$ cat config.mk
export PLATFORM = sky130hd
export DESIGN_NAME = busca_instrucao
export DESIGN_NICKNAME = d
export VERILOG_FILES = /design/src/rtl/pacote_busca.sv /design/src/rtl/fila_instrucao.sv /design/src/rtl/busca_instrucao.sv
export SDC_FILE = /design/constraint.sdc
export NUM_CORES = 1
export LEC_CHECK = 0
export ABC_CLOCK_PERIOD_IN_PS = 2900
export BUFFER_PORTS_ARGS = -buffer_cell sky130_fd_sc_hd__buf_4
export CORE_MARGIN = 2
export CORE_UTILIZATION = 40
export CTS_CLUSTER_SIZE = 8
export DETAILED_ROUTE_END_ITERATION = 7
export SYNTH_ARGS = -nofsm -noshare
export SYNTH_HDL_FRONTEND = slang
export SYNTH_HIERARCHICAL = 1
export SYNTH_SLANG_ARGS = --single-unit
$ cat constraint.sdc
create_clock -name relogio -period 2.9 [get_ports relogio]
set_input_delay 0.29 -clock relogio [delete_from_list [all_inputs] [get_ports relogio]]
set_output_delay 0.29 -clock relogio [all_outputs]
set_load 0.02 [all_outputs]
$ cat src/rtl/pacote_busca.sv
// busca_instrucao shared types: default width, FSM states, FIFO entry.
// Imported by the fetch top level and its instruction FIFO.
package pacote_busca;

  localparam int LARGURA_PADRAO = 16;

  typedef enum logic {
    PARADO   = 1'b0,
    BUSCANDO = 1'b1
  } estado_t;

  typedef struct packed {
    logic [LARGURA_PADRAO-1:0] dado;
    logic [LARGURA_PADRAO-1:0] pc;
  } entrada_t;

endpackage

$ cat src/rtl/fila_instrucao.sv
// Circular FIFO of fetched {instruction, pc} pairs.
// Flush wins over a same-cycle push; a pop with flush is simply absorbed.
module fila_instrucao
  import pacote_busca::*;
#(
  parameter  int PROFUNDIDADE = 3,
  localparam int CW = $clog2(PROFUNDIDADE + 1),
  localparam int PW = (PROFUNDIDADE > 1) ? $clog2(PROFUNDIDADE) : 1
) (
  input  logic          relogio,
  input  logic          reiniciar_n,
  input  logic          empurrar,
  input  entrada_t      entrada,
  input  logic          retirar,
  input  logic          limpar,
  output entrada_t      cabeca,
  output logic          valida,
  output logic [CW-1:0] ocupacao
);

  entrada_t      mem [PROFUNDIDADE];
  logic [PW-1:0] ptr_esc;
  logic [PW-1:0] ptr_lei;
  logic          cheia;
  logic          entra;
  logic          sai;

  function automatic logic [PW-1:0] avanca(input logic [PW-1:0] p);
    return (p == PW'(PROFUNDIDADE - 1)) ? '0 : p + 1'b1;
  endfunction

  assign valida = (ocupacao != '0);
  assign cheia  = (ocupacao == CW'(PROFUNDIDADE));
  assign sai    = retirar & valida;
  assign entra  = empurrar & ~limpar & (~cheia | sai);
  assign cabeca = mem[ptr_lei];

  always_ff @(posedge relogio or negedge reiniciar_n) begin
    if (!reiniciar_n) begin
      ptr_esc  <= '0;
      ptr_lei  <= '0;
      ocupacao <= '0;
    end else if (limpar) begin
      ptr_esc  <= '0;
      ptr_lei  <= '0;
      ocupacao <= '0;
    end else begin
      if (entra) ptr_esc <= avanca(ptr_esc);
      if (sai)   ptr_lei <= avanca(ptr_lei);
      ocupacao <= ocupacao + CW'(entra) - CW'(sai);
    end
  end

  always_ff @(posedge relogio or negedge reiniciar_n) begin
    if (!reiniciar_n) begin
      for (int i = 0; i < PROFUNDIDADE; i++) mem[i] <= '0;
    end else if (entra) begin
      mem[ptr_esc] <= entrada;
    end
  end

endmodule

$ cat src/rtl/busca_instrucao.sv
// Instruction fetch: drives the PC counter and a 1-cycle memory,
// buffers returned words and hands them to decode via valid/ready.
module busca_instrucao
  import pacote_busca::*;
#(
  parameter int LARGURA      = LARGURA_PADRAO,
  parameter int PROFUNDIDADE = 3
) (
  input  logic               relogio,
  input  logic               reiniciar_n,
  input  logic               habilitar,
  input  logic [LARGURA-1:0] pc_atual,
  output logic               pc_soma,
  output logic               pc_carregar,
  output logic [LARGURA-1:0] pc_entrada,
  input  logic               desvio_valido,
  input  logic [LARGURA-1:0] desvio_alvo,
  output logic               mem_ler,
  output logic [LARGURA-1:0] mem_endereco,
  input  logic [LARGURA-1:0] mem_dado,
  output logic               instr_valida,
  output logic [LARGURA-1:0] instr_dado,
  output logic [LARGURA-1:0] instr_pc,
  input  logic               instr_pronta
);

  localparam int CW = $clog2(PROFUNDIDADE + 1);

  estado_t            estado;
  estado_t            proximo;
  logic               emitir;
  logic               folga;
  logic               morto;
  logic               em_voo;
  logic [LARGURA-1:0] pc_voo;
  logic               empurrar;
  logic               valida;
  logic [CW-1:0]      ocupacao;
  entrada_t           entrada;
  entrada_t           cabeca;

  always_ff @(posedge relogio or negedge reiniciar_n) begin
    if (!reiniciar_n) estado <= PARADO;
    else              estado <= proximo;
  end

  always_comb begin
    proximo = estado;
    unique case (estado)
      PARADO:   if (habilitar)  proximo = BUSCANDO;
      BUSCANDO: if (!habilitar) proximo = PARADO;
    endcase
  end

  // Dropping habilitar stops issue in that very cycle, not one later.
  always_comb begin
    folga  = (int'(ocupacao) + int'(em_voo)) < PROFUNDIDADE;
    emitir = (estado == BUSCANDO) & habilitar & ~desvio_valido & folga;
    mem_ler      = emitir;
    pc_soma      = emitir;
    mem_endereco = emitir ? pc_atual : '0;
    pc_carregar  = desvio_valido;
    pc_entrada   = desvio_valido ? desvio_alvo : '0;
  end

  // The word on mem_dado during a redirect belongs to the old path.
  assign morto    = desvio_valido;
  assign empurrar = em_voo & ~morto;
  assign entrada  = '{dado: mem_dado, pc: pc_voo};

  always_ff @(posedge relogio or negedge reiniciar_n) begin
    if (!reiniciar_n) begin
      em_voo <= 1'b0;
      pc_voo <= '0;
    end else begin
      em_voo <= emitir;
      if (emitir) pc_voo <= pc_atual;
    end
  end

  fila_instrucao #(
    .PROFUNDIDADE(PROFUNDIDADE)
  ) u_fila (
    .relogio    (relogio),
    .reiniciar_n(reiniciar_n),
    .empurrar   (empurrar),
    .entrada    (entrada),
    .retirar    (instr_pronta),
    .limpar     (desvio_valido),
    .cabeca     (cabeca),
    .valida     (valida),
    .ocupacao   (ocupacao)
  );

  assign instr_valida = valida;
  assign instr_dado   = valida ? cabeca.dado : '0;
  assign instr_pc     = valida ? cabeca.pc   : '0;

endmodule

==> After elaboration in Yosys (flattened, before gate mapping) <==
Cells that the tools add are included.
{ "classes": {"addsub": 5, "multipliers": 0, "n_div": 0, "order_cmp": 4, "n_eq_ne": 3, "shifts": 0, "n_mux": 18, "n_bitwise": 12, "n_reduce_logical": 4} }
{ "ops": {"columns": ["operator", "n"], "rows": [
  ["$bwmux 96", 1],
  ["$mux 32", 3],
  ["$bmux 32 s2", 1],
  ["$demux 32 s2", 1],
  ["$mux 16", 4],
  ["$mux 2", 7],
  ["$and 1x1->1", 7],
  ["$eq 2x2->1 const B", 3],
  ["$ge 3x3->1 const B", 2],
  ["$not 2->3", 2],
  ["$reduce_bool 2->1", 3],
  ["$add 2x1->2 const B", 2],
  ["$add 2x1->3", 1],
  ["$lt 3x1->1 const B", 1],
  ["$lt 3x2->1 const B", 1],
  ["$add 2x1->2", 1],
  ["$not 1->1", 2],
  ["$sub 2x1->2", 1],
  ["$logic_and 1x1->1", 1],
  ["$mux 1", 1],
  ["$or 1x1->1", 1]
]} }
{ "word_totals": {"reg_bits": 120, "latch_bits": 0, "ram_bits": 0, "rom_bits": 0, "output_inout_bits": 68, "n_memories": 0} }

==> Longest topological paths before layout <==
Gate-level depths: netlist of the first run.
{ "logic_depth": {"ltp_word": 7, "ltp_mapped": 8, "mapped_depth_nobuf": 8} }

==> Hierarchy <==
Netlist of the first run, hierarchy kept.
{ "by_module_without_submodules": {"columns": ["module", "instances", "cells_each", "area_per_inst_um2", "seq_area_each_um2"], "rows": [
  ["fila_instrucao", 1, 341, 4619.4, 2552.4],
  ["busca_instrucao", 1, 112, 1147.4, 450.4]
]} }

==> Least setup slack after synthesis of the first run <==
OpenSTA, ideal clock, no wires.
{ "synth_path": {"path_kind": "register to output", "start": "reg u_fila.ocupacao[0]", "end": "out mem_endereco[10]", "arrival_time_ns": 1.942, "required_ns": 2.610, "slack_ns": 0.668, "path_stages_with_launch": 6, "n_path_buf": 1, "path_cell_list": "dfrtp_1 ha_1 ha_1 a2111oi_4 buf_2 and2_1"} }
{ "synth_between": {"elab_chain_cells": 4} }
{ "synth_lines": {"columns": ["element", "line", "text"], "rows": [
  ["start, declared", "fila_instrucao.sv:18", "output logic [CW-1:0] ocupacao"],
  ["start signal, assigned", "fila_instrucao.sv:50", "ocupacao <= ocupacao + CW'(entra) - CW'(sai);"],
  ["$add 2x1->3", "busca_instrucao.sv:57", "folga = (int'(ocupacao) + int'(em_voo)) < PROFUNDIDADE;"],
  ["$lt 3x2->1", "busca_instrucao.sv:57", null],
  ["$and 1x1->1", "busca_instrucao.sv:58", "emitir = (estado == BUSCANDO) & habilitar & ~desvio_valido & folga;"],
  ["via mem_ler", "busca_instrucao.sv:18", "output logic mem_ler,"],
  ["$mux 16", "busca_instrucao.sv:61", "mem_endereco = emitir ? pc_atual : '0;"],
  ["end, declared", "busca_instrucao.sv:19", "output logic [LARGURA-1:0] mem_endereco,"]
]} }
The timed path passes the listed nets, and every way through them passes these cells.

==> Worst setup path in the final report of the first run <==
{ "layout_path": {"start": "reg u_fila.ocupacao[0]", "end": "out mem_endereco[12]"} }
{ "layout_between": {"elab_chain_cells": 4} }
{ "layout_lines": {"columns": ["element", "line"], "rows": [
  ["$add 2x1->3", "busca_instrucao.sv:57"],
  ["$lt 3x2->1", "busca_instrucao.sv:57"],
  ["$and 1x1->1", "busca_instrucao.sv:58"],
  ["$mux 16", "busca_instrucao.sv:61"]
]} }
No other way between the ends.

==> results.md, run 1 <==
* Tmin final at between 2 and 3 ns
* Reg2reg path depth at 5
* Syn_area_per_cell at between 10 and 15 um^2
* # nets final at 630
* Drt drc at 0
* Crit path capture type: primary output
* DRT iter0 DRCs at 146
* FF-to-FF setup slack at 0.70 ns
* M1 wire length at 5840 um
* Initial antenna violation count at 0
* Register area at 0.00300 mm^2
* Final WL at 12,700 um
* Max-slew violation count at 0
* Dpl cells at 732
* Final setup margin at 0.178 ns
* Post-Synth Adder-Cell Area at 0.868%
* Switching share of power at 27.9%
* Remaining antenna violation count at 0
* Clk root buf: clkbuf_16
* Req. time, crit path at between 2 and 3 ns
* Crit Path Max Fanout at 35
* CTS Buf Count at 17
* Post-detail-place hpwl at 7890 um
* CTS resizes at 0
* Final period utilization at 93.9%
* Slew @ Worst Pin at just under 0.9 ns
* Yosys Warn Count at 6
* Post-Layout Cell Count at 766
* Number of synthesized register bits at 120
* Cell taking the most area after synthesis: dfrtp_1
* Multi-input combinational cell area at 0.00257 mm^2
* Hold path start: pc_atual[14]
* Reg power frac at 37.0%
* Vias at 3,793
* Smallest hold slack at 0.119 ns
* First-pass GRT wire length at 20,400 um
* Multiplexer share of the synthesized area at 27.6%
* Most used DFF post-synth: dfrtp_1
* Setup CP Type: register to primary output
* Clock Latency Late Sink at 0.41 ns
* Mapped cell area at 0.00577 mm^2
* Fraction of layout cells with a size suffix above 1 at 47.4%
* Vias in the first global route at around 4,000
* Metal3 WL at between 500 and 600 um
* All-Layer GR Usage at roughly 18%
* P_leak at 3.64 nW
* Detailed Routing Iterations Pass 1 at 4
* Net count after synthesis at around 500
* Placer Congestion at 0.709
* WP data arrival at 2.43 ns
* R2r startpoint: u_fila/ocupacao[0]
* Count leader, synth: dfrtp_1
* Fmax at 367 MHz
* Worst Hold End: pc_voo[14]
* Max-Slew Margin vs Limit at between 40% and 50%
* Core area at 0.0140 mm^2
* Yosys top cell area share at 52.1%
* Top cells by area, synth: dfrtp_1, mux2_2, and2_1
* Worst Skew at 0.00904 ns
* Min-delay worst type: input pin to register
* Clock-pin transition on the worst setup and hold timing paths at 0.05 ns
* N_diodes at 0
* Clk pwr share at 38.8%
* Critical R2R Capture: pc_voo[12]
* Final setup vio count at 0
* Die height at 124 um
* Max-cap violations at 0
* Initial Utilization at 41.2%
* Post-CTS Setup Inserts at 0
* Htree depth at 4
* Hold path depth at 2
* Synth unique cells at 31
* Int Power at 4.14 mW
* Number of fillers in the final layout at about 1,200
* DR top layer: met4
* Synth Area in Compound Gates at between 3 and 4%
* Clock buffer depth at 2
* Worst vdd ir at 0.404 mV
* Synth top cells by count: dfrtp_1, mux2_2, and2_1, nand2_1
* Post-synth ARST share at 100%
* Largest family of logic cells by synthesized area: multiplexers
* Final Hold Vio Count at 0
* P&R area growth vs syn at 28.7%
* Port bufs at 120
* Largest net degree at the start of global routing at 55
* Chip width at 124 um
* I/O pins at 121
* Syn Inst Count at 453
* Synth Area in Simple Gates at around an eighth
* Met2 wire length at 6250 um
* Total gr overflow at 0
* Setup tns final at 0 ns
* Via density per instance at 4.95
* CTS tree: done
* Pre-CTS WS at just under 0.6 ns
* Status: finished clean
* Switching Power at 1.61 mW
* Wire length per cell at 16.6 um
* RSZ-0062 raised after global routing: false
* Die area at 0.0154 mm^2
* Row count at 43
* Cell Pwr Density at 775 mW/mm^2
* Register area share after synthesis at 52.1%
* Cts hold-fix bufs at 2
* Post-synth EDFFs at 0
* Comb power frac at approximately 24%
* Setup crit start kind: register
* Clock sink count at 120
* Xor/xnor share of the synthesized area at 0.304%
==> critical path: stages, from the launching register on <==
cell and delay, ns:
dfrtp_1 0.43, ha_1 0.20, ha_1 0.31, a2111oi_4 0.34, buf_4 0.40, and2_1 0.19, buf_4 0.13
==> cell usage in the layout, fill, tap and decap left out, types with 2 or more instances in the layout <==
cell           netlist  layout
bufinv_16            0       4
mux2_2             108     108
inv_1                2       2
clkbuf_8             2       4
a21oi_1              3       3
a21bo_2              2       2
ha_1                 4       4
mux2_1               2       2
mux2_4               2       2
and2_1              64      64
clkbuf_1             8       4
nor2b_4              1       2
buf_4                5     128
dfrtp_1            120     119
dlygate4sd3_1        0       2
mux2i_1             32      32
nor2_1               2       2
clkinv_2             0       2
clkbuf_16            0      17
nand2_1             36      36
o21ai_0             32      32
nand4b_4             2       2
==> power groups by stage <==
| stage | combinational [mW] | sequential (mW) | clock (mW) |
|---|---|---|---|
| finish | 1.39 | 2.13 | 2.23 |
| global route | 1.54 | 2.17 | 2.36 |
| CTS | 1.42 | 2.13 | 2.27 |
| detailed placement | 1.41 | 2.15 | 0 |
| global placement | 1.39 | 2.14 | 0 |
| floorplan | 0.955 | 2.06 | 0 |
==> stage by stage <==
stage	instance area [um^2]	util, %	power (mW)
after CTS	7420	53.0	5.82
after global placement	6770	48.4	3.52
after floorplan	5770	-	3.02
after global routing	7420	53.0	6.07
final	7420	53.0	5.75
after detailed placement	6770	48.4	3.57
==> kinds of logic after synthesis <==
family / count (synthesis)
flops: 120
mux: 144
fa+ha+maj: 4
simple gates: 113
buf+inv: 31
compound gates: 39
xor+xnor: 2
==> per-layer routing <==
metal	up-vias	GRT usage, %
li1	1799	-
met1	1905	22.8
met2	78	29.0
met3	11	5.49
met4	0	4.71
met5	-	0
==> layout make-up <==
| class | instances | area share [%] |
|---|---|---|
| sequential | 120 | 40.5 |
| clock buffer | 25 | 6.68 |
| tap | 180 | 3.04 |
| clock inverter | 7 | 1.87 |
| multi-input combinational | 302 | 34.6 |
| inverter | 2 | 0.101 |
| timing repair buffer | 130 | 13.2 |
==> state kept, by name, summed over array words and instances, names as in the netlist <==
| register | count |
|---|---|
| estado | 1 |
| u_fila/ocupacao | 2 |
| em_voo | 1 |
| pc_voo | 16 |
| u_fila/ptr_esc | 2 |
| u_fila/ptr_lei | 2 |
| u_fila/mem | 96 |
==> how the worst max path moves through the flow <==
stage	slack [ns]	from	depth (start not counted)	endpoint
after floorplan	0.67	u_fila/ocupacao[0]	5	mem_endereco[10]
after global placement	0.65	u_fila/ocupacao[0]	6	mem_endereco[15]
after detailed placement	0.59	u_fila/ocupacao[0]	6	mem_endereco[12]
after CTS	0.14	u_fila/ocupacao[0]	6	mem_endereco[12]
after global routing	0.06	u_fila/ocupacao[0]	6	mem_endereco[11]
final	0.18	u_fila/ocupacao[0]	6	mem_endereco[12]
No activity file was read; power rests on OpenSTA's default activity.
==> inputs of run 2 (changes only) <==
--- a/config.mk
+++ b/config.mk
@@ -8,9 +8,10 @@
 export ABC_CLOCK_PERIOD_IN_PS = 2900
 export BUFFER_PORTS_ARGS = -buffer_cell sky130_fd_sc_hd__buf_4
 export CORE_MARGIN = 2
-export CORE_UTILIZATION = 40
+export CORE_UTILIZATION = 45
 export CTS_CLUSTER_SIZE = 8
 export DETAILED_ROUTE_END_ITERATION = 7
+export PLACE_DENSITY_LB_ADDON = 0.3
 export SYNTH_ARGS = -nofsm -noshare
 export SYNTH_HDL_FRONTEND = slang
 export SYNTH_HIERARCHICAL = 1
==> run 2 against run 1 <==
- the run now ends with hold timing left
- die area is 11% lower
- clock skew about the same
- largest cell class unchanged
- combinational power about the same
- register-to-register slack improved by 0.02 ns
- final cell count down 1.3%
- highest routed layer unchanged
- count of clock-buffer cells in the layout shrank 5
- final area grew 0.19%
==> results.md, run 2 (same netlist as run 1, synthesis figures left out) <==
* Status: finished with violations
* Failing checks: hold timing
* Initial antenna violation count at 0
* M1 wire length at approximately 5500 um
* R2r startpoint: u_fila/ocupacao[0]
* RSZ-0062 raised after global routing: false
* Clock buffer depth at 2
* Detailed Routing Iterations Pass 1 at 4
* Initial Utilization at 45.9%
* Htree depth at 4
* Clock-pin transition on the worst setup and hold timing paths at 0.06 ns
* DR top layer: met4
* Total gr overflow at 0
* Setup tns final at 0 ns
* FF-to-FF setup slack at 0.72 ns
* Row count at 41
* Crit path capture: mem_endereco[11]
* Chip width at approximately 120 um
* CTS tree: done
* Wire length per cell at 16.5 um
* Remaining antenna violation count at 0
* Fmax at 371 MHz
* Max-cap violations at 0
* P_leak at 3.64 nW
* Smallest hold slack at -0.0418 ns
* Cell Chain, Critical Path: ha_1 -> ha_1 -> a2111oi_4 -> buf_4 -> and2_1 -> buf_4
* Critical R2R Capture: pc_voo[5]
* Max reg flops at 96
* Setup CP Type: register to primary output
* Worst Skew at 0.00909 ns
* Slowest stage cell on the critical path: dfrtp_1
* Die height at 117 um
* Largest net degree at the start of global routing at 65
* Setup crit start kind: register
* Crit Path Max Fanout at 35
* Placer Congestion at 0.687
* Clock sink count at 120
* Met2 wire length at 6240 um
* P&R area growth vs syn at 28.9%
* Vias at between 3,000 and 4,000
* Vias in the first global route at 3,991
* Worst vdd ir at around 0.70 mV
* Core area at 0.0126 mm^2
* Number of fillers in the final layout at between 1,000 and 1,500
* Metal3 WL at 596 um
* Post-CTS Setup Inserts at 0
* Multi-input combinational cell area at 0.00257 mm^2
* Via density per instance at 5.08
* Dpl cells at 723
* Clk root buf: clkbuf_16
* Cts hold-fix bufs at 1
* Final period utilization at between 90% and 100%
* Crit path capture type: primary output
* Final WL at 12,500 um
* N_diodes at 0
* Req. time, crit path at ~2.6 ns
* Critical path origin: u_fila/ocupacao[0]
* Port bufs at 120
* Post-Layout Cell Count at 756
* Most frequent cells in the layout: buf_4, dfrtp_1, mux2_2, and2_1, nand2_1
* Largest Register: u_fila/mem
* Slew @ Worst Pin at 0.886 ns
* Commonest non-fill, non-tap cell in the layout: buf_4
* DRT iter0 DRCs at 199
* I/O pins at approximately 120
* Fraction of layout cells with a size suffix above 1 at about half
* Min-delay worst type: input pin to async pin
* Crit path largest cell delay at 0.42 ns
* Final Hold Vio Count at 19
* Drt drc at 0
* Die area at roughly 0.014 mm^2
* Tmin final at 2.69 ns
* Final setup vio count at 0
* WP data arrival at 2.40 ns
* Max-slew violation count at 0
* Post-detail-place hpwl at 7660 um
* Tot Pwr at 5.84 mW
* CTS Buf Count at 17
* Register area at 0.00300 mm^2
* Cell Pwr Density at 786 mW/mm^2
* Max-Slew Margin vs Limit at 40.8%
* # nets final at about 630
* Biggest regs: u_fila/mem (96), pc_voo (16)
* All-Layer GR Usage at roughly a fifth
* Clock Latency Late Sink at 0.40 ns
* First-pass GRT wire length at 20,000 um
* Reg2reg path depth at 5
* CTS resizes at 0
[run 2: cell count changes in the layout (fill, tap and decap cells not counted), sizes merged]
cell / previous run / this run
buf: 128 / 127
clkinvlp: 0 / 3
clkbuf: 25 / 20
dlygate4sd3: 2 / 1
clkinv: 3 / 4
bufinv: 4 / 5
[run 2: how the worst min path moves through the flow]
stage / from / end / slack (ns) / depth (start not counted)
2_1_floorplan: reiniciar_n / em_voo / -0.006 / 0
3_3_place_gp: habilitar / estado / 0.41 / 1
3_5_place_dp: habilitar / estado / 0.41 / 1
4_1_cts: reiniciar_n / u_fila/ocupacao[1] / 0.004 / 1
5_1_grt: reiniciar_n / u_fila/ocupacao[1] / 0.02 / 1
6_report: reiniciar_n / u_fila/ocupacao[1] / -0.04 / 1
[run 2: worst max-delay path, delay by kind of cell (launching register included)]
kind | cells | cell delay, ns
buf+inv | 2 | 0.54
fa+ha+maj | 2 | 0.50
flops | 1 | 0.42
compound gates | 1 | 0.34
simple gates | 1 | 0.19
[run 2: power by group]
part	internal [mW]	total (mW)	leakage [nW]	switching, mW
sequential	1.93	2.12	1.58	0.190
clock	1.59	2.32	0.318	0.733
combinational	0.687	1.41	1.74	0.719
[run 2: cell type report]
cell class / count / area share (%)
sequential: 120 / 40.4
multi-input combinational: 302 / 34.5
timing repair buffer: 128 / 13.1
clock buffer: 20 / 6.28
tap: 172 / 2.90
clock inverter: 12 / 2.64
inverter: 2 / 0.101
[run 2: stage by stage]
stage / utilization, % / worst slack, ns / instance area (um^2) / hold slack [ns]
2_1_floorplan: - / 0.668 / 5770 / -0.00559
3_3_place_gp: 53.8 / 0.656 / 6760 / 0.412
3_5_place_dp: 53.8 / 0.619 / 6760 / 0.415
4_1_cts: 59.1 / 0.176 / 7430 / 0.00448
5_1_grt: 59.1 / 0.0846 / 7430 / 0.0213
6_report: 59.1 / 0.207 / 7430 / -0.0418
[run 2: layer usage]
layer | vias up | GRT usage (%)
met5 | - | 0
met4 | 0 | 5.65
met3 | 9 | 5.77
met2 | 95 | 32.5
met1 | 1936 | 24.3
li1 | 1800 | -
==> inputs of run 3 (changes only) <==
--- a/config.mk
+++ b/config.mk
@@ -7,8 +7,10 @@
 export LEC_CHECK = 0
 export ABC_CLOCK_PERIOD_IN_PS = 2900
 export BUFFER_PORTS_ARGS = -buffer_cell sky130_fd_sc_hd__buf_4
+export CELL_PAD_IN_SITES_DETAIL_PLACEMENT = 1
+export CELL_PAD_IN_SITES_GLOBAL_PLACEMENT = 2
 export CORE_MARGIN = 2
-export CORE_UTILIZATION = 45
+export CORE_UTILIZATION = 36
 export CTS_CLUSTER_SIZE = 8
 export DETAILED_ROUTE_END_ITERATION = 7
 export PLACE_DENSITY_LB_ADDON = 0.3
==> run 3 against run 2 <==
- the flow now finishes without violations
- register-to-register slack better by 0.04 ns
- routed wire length is 11% higher
- sequential share of layout area hardly changed
- die area is 24% higher
- fmax is 1.1% higher
- critical path depth stayed put
- utilization is 12 points lower
- final cell count is 6.0% higher
- total power is 3.1% lower
- combinational power is 4% higher
==> results.md, run 3 (same netlist as run 1, synthesis figures left out) <==
* Initial Utilization at 36.6%
* Crit path largest cell delay at 0.42 ns
* Setup CP Type: register to primary output
* Clock Latency Late Sink at 0.42 ns
* First-pass GRT wire length at 22,400 um
* P_leak at between 3 and 4 nW
* Detailed Routing Iterations Pass 1 at 4
* Req. time, crit path at 2.61 ns
* Setup tns final at 0 ns
* Cell Chain, Critical Path: ha_1 -> ha_1 -> a2111oi_4 -> buf_6 -> and2_1 -> buf_4
* Max-cap violations at 0
* Crit Path Max Fanout at 35
* Worst vdd ir at 0.442 mV
* RSZ-0062 raised after global routing: false
* Fraction of layout cells with a size suffix above 1 at 47.5%
* Vias at 3,877
* Final Cell Area at around 0.0074 mm^2
* Fmax at between 300 and 400 MHz
* FF-to-FF setup slack at 0.76 ns
* Largest Register: u_fila/mem
* Via density per instance at 4.84
* Max-Slew Margin vs Limit at about 37%
* Cell Pwr Density at 762 mW/mm^2
* CTS Buf Count at 17
* Critical R2R Capture: pc_voo[5]
* Final setup vio count at 0
* Reg2reg path depth at 5
* # nets final at 629
* Die height at approximately 130 um
* Placer Congestion at 0.675
* Chip width at ~130 um
* Number of fillers in the final layout at ~1,700
* Min-delay worst type: input pin to register
* N_diodes at 0
* Most frequent cells in the layout: buf_4, dfrtp_1, mux2_2, and2_1, nand2_1
* Dpl cell area at 0.00682 mm^2
* Slew @ Worst Pin at 0.941 ns
* P&R area growth vs syn at 28.8%
* Clock buffer depth at 2
* Core area at 0.0158 mm^2
* Htree depth at 4
* Clock-pin transition on the worst setup and hold timing paths at 0.05 ns
* All-Layer GR Usage at between 15 and 20%
* Post-Layout Cell Count at about 800
* Post-CTS Setup Inserts at 0
* Max reg flops at 96
* DRT iter0 DRCs at approximately 110
* Clock sink count at 120
* Port bufs at 120
* Worst Skew at 0.00788 ns
* Die area at 0.0170 mm^2
* Final period utilization at 91.8%
* Status: finished clean
* Setup crit start kind: register
* Final Hold Vio Count at 0
* Biggest regs: u_fila/mem (96), pc_voo (16)
* Max-slew violation count at 0
* Largest net degree at the start of global routing at 81
* Tmin final at 2.66 ns
* Remaining antenna violation count at 0
* Tot Pwr at 5.66 mW
* Wire length per cell at 17.3 um
* I/O pins at 121
* CTS tree: done
* Post-detail-place hpwl at roughly 8700 um
* WP data arrival at 2.37 ns
* Total gr overflow at 0
* Drt drc at 0
* Multi-input combinational cell area at 0.00257 mm^2
* Post-layout util at 47.1%
* R2r startpoint: u_fila/ocupacao[0]
* Clk root buf: clkbuf_16
* Final WL at 13,900 um
* Dpl cells at 767
* Row count at 46
* Critical path origin: u_fila/ocupacao[0]
* Commonest non-fill, non-tap cell in the layout: buf_4
* Register area at 0.00300 mm^2
* Crit path top cell by count: ha_1
* Crit path capture type: primary output
* Slowest stage cell on the critical path: dfrtp_1
* Vias in the first global route at roughly 4,200
* Initial antenna violation count at 0
* Crit path capture: mem_endereco[12]
-- run 3: repair_timing --
item | 4_1_cts | 5_1_grt
hold endpoints to repair | 41 | 0
endpoints found under the setup margin | 0 | 9
hold buffers | 2 | 0
gates resized for setup | 0 | 1
-- run 3: routing by layer --
layer	global-route usage, %	vias to the layer above	wire [um]
met1	20.7	1984	6050
met3	4.36	18	434
met5	0	-	0
met2	30.6	75	7160
li1	-	1800	-
met4	6.76	0	217
-- run 3: cell type report --
type | count | area share (%)
well taps | 216 | 3.64
multi-input cells | 302 | 34.6
clock inverters | 10 | 1.68
inverters | 2 | 0.101
clock buffers | 22 | 6.25
flip-flops and latches | 120 | 40.4
repair buffers | 129 | 13.3
-- run 3: stage by stage --
step | hold slack, ns | setup WS [ns]
floorplan | -0.00559 | 0.668
global placement | 0.314 | 0.626
detailed placement | 0.322 | 0.559
CTS | 0.0926 | 0.0977
global route | 0.103 | 0.0665
finish | 0.109 | 0.237
-- run 3: critical path: cells and delay by family (launching register included) --
kind | cells | cell delay (ns)
adders and majority gates | 2 | 0.52
buffers and inverters | 2 | 0.47
DFF | 1 | 0.42
AOI/OAI and AO/OA | 1 | 0.36
and+or+nand+nor | 1 | 0.18
-- run 3: worst min-delay path by stage --
stage                     start             end  slack, ns  cells past startpoint
floorplan           reiniciar_n          em_voo     -0.006                      0
global placement    reiniciar_n  u_fila/mem[92]       0.31                      1
detailed placement  reiniciar_n  u_fila/mem[92]       0.32                      1
CTS                 pc_atual[8]       pc_voo[8]       0.09                      2
global route        pc_atual[2]       pc_voo[2]       0.10                      2
finish              pc_atual[8]       pc_voo[8]       0.11                      2
-- run 3: power breakdown --
| group | switching [mW] | internal (mW) | total (mW) |
|---|---|---|---|
| Combinational | 0.770 | 0.696 | 1.47 |
| Sequential | 0.166 | 1.93 | 2.10 |
| Clock | 0.717 | 1.38 | 2.10 |
| Total | 1.65 | 4.01 | 5.66 |
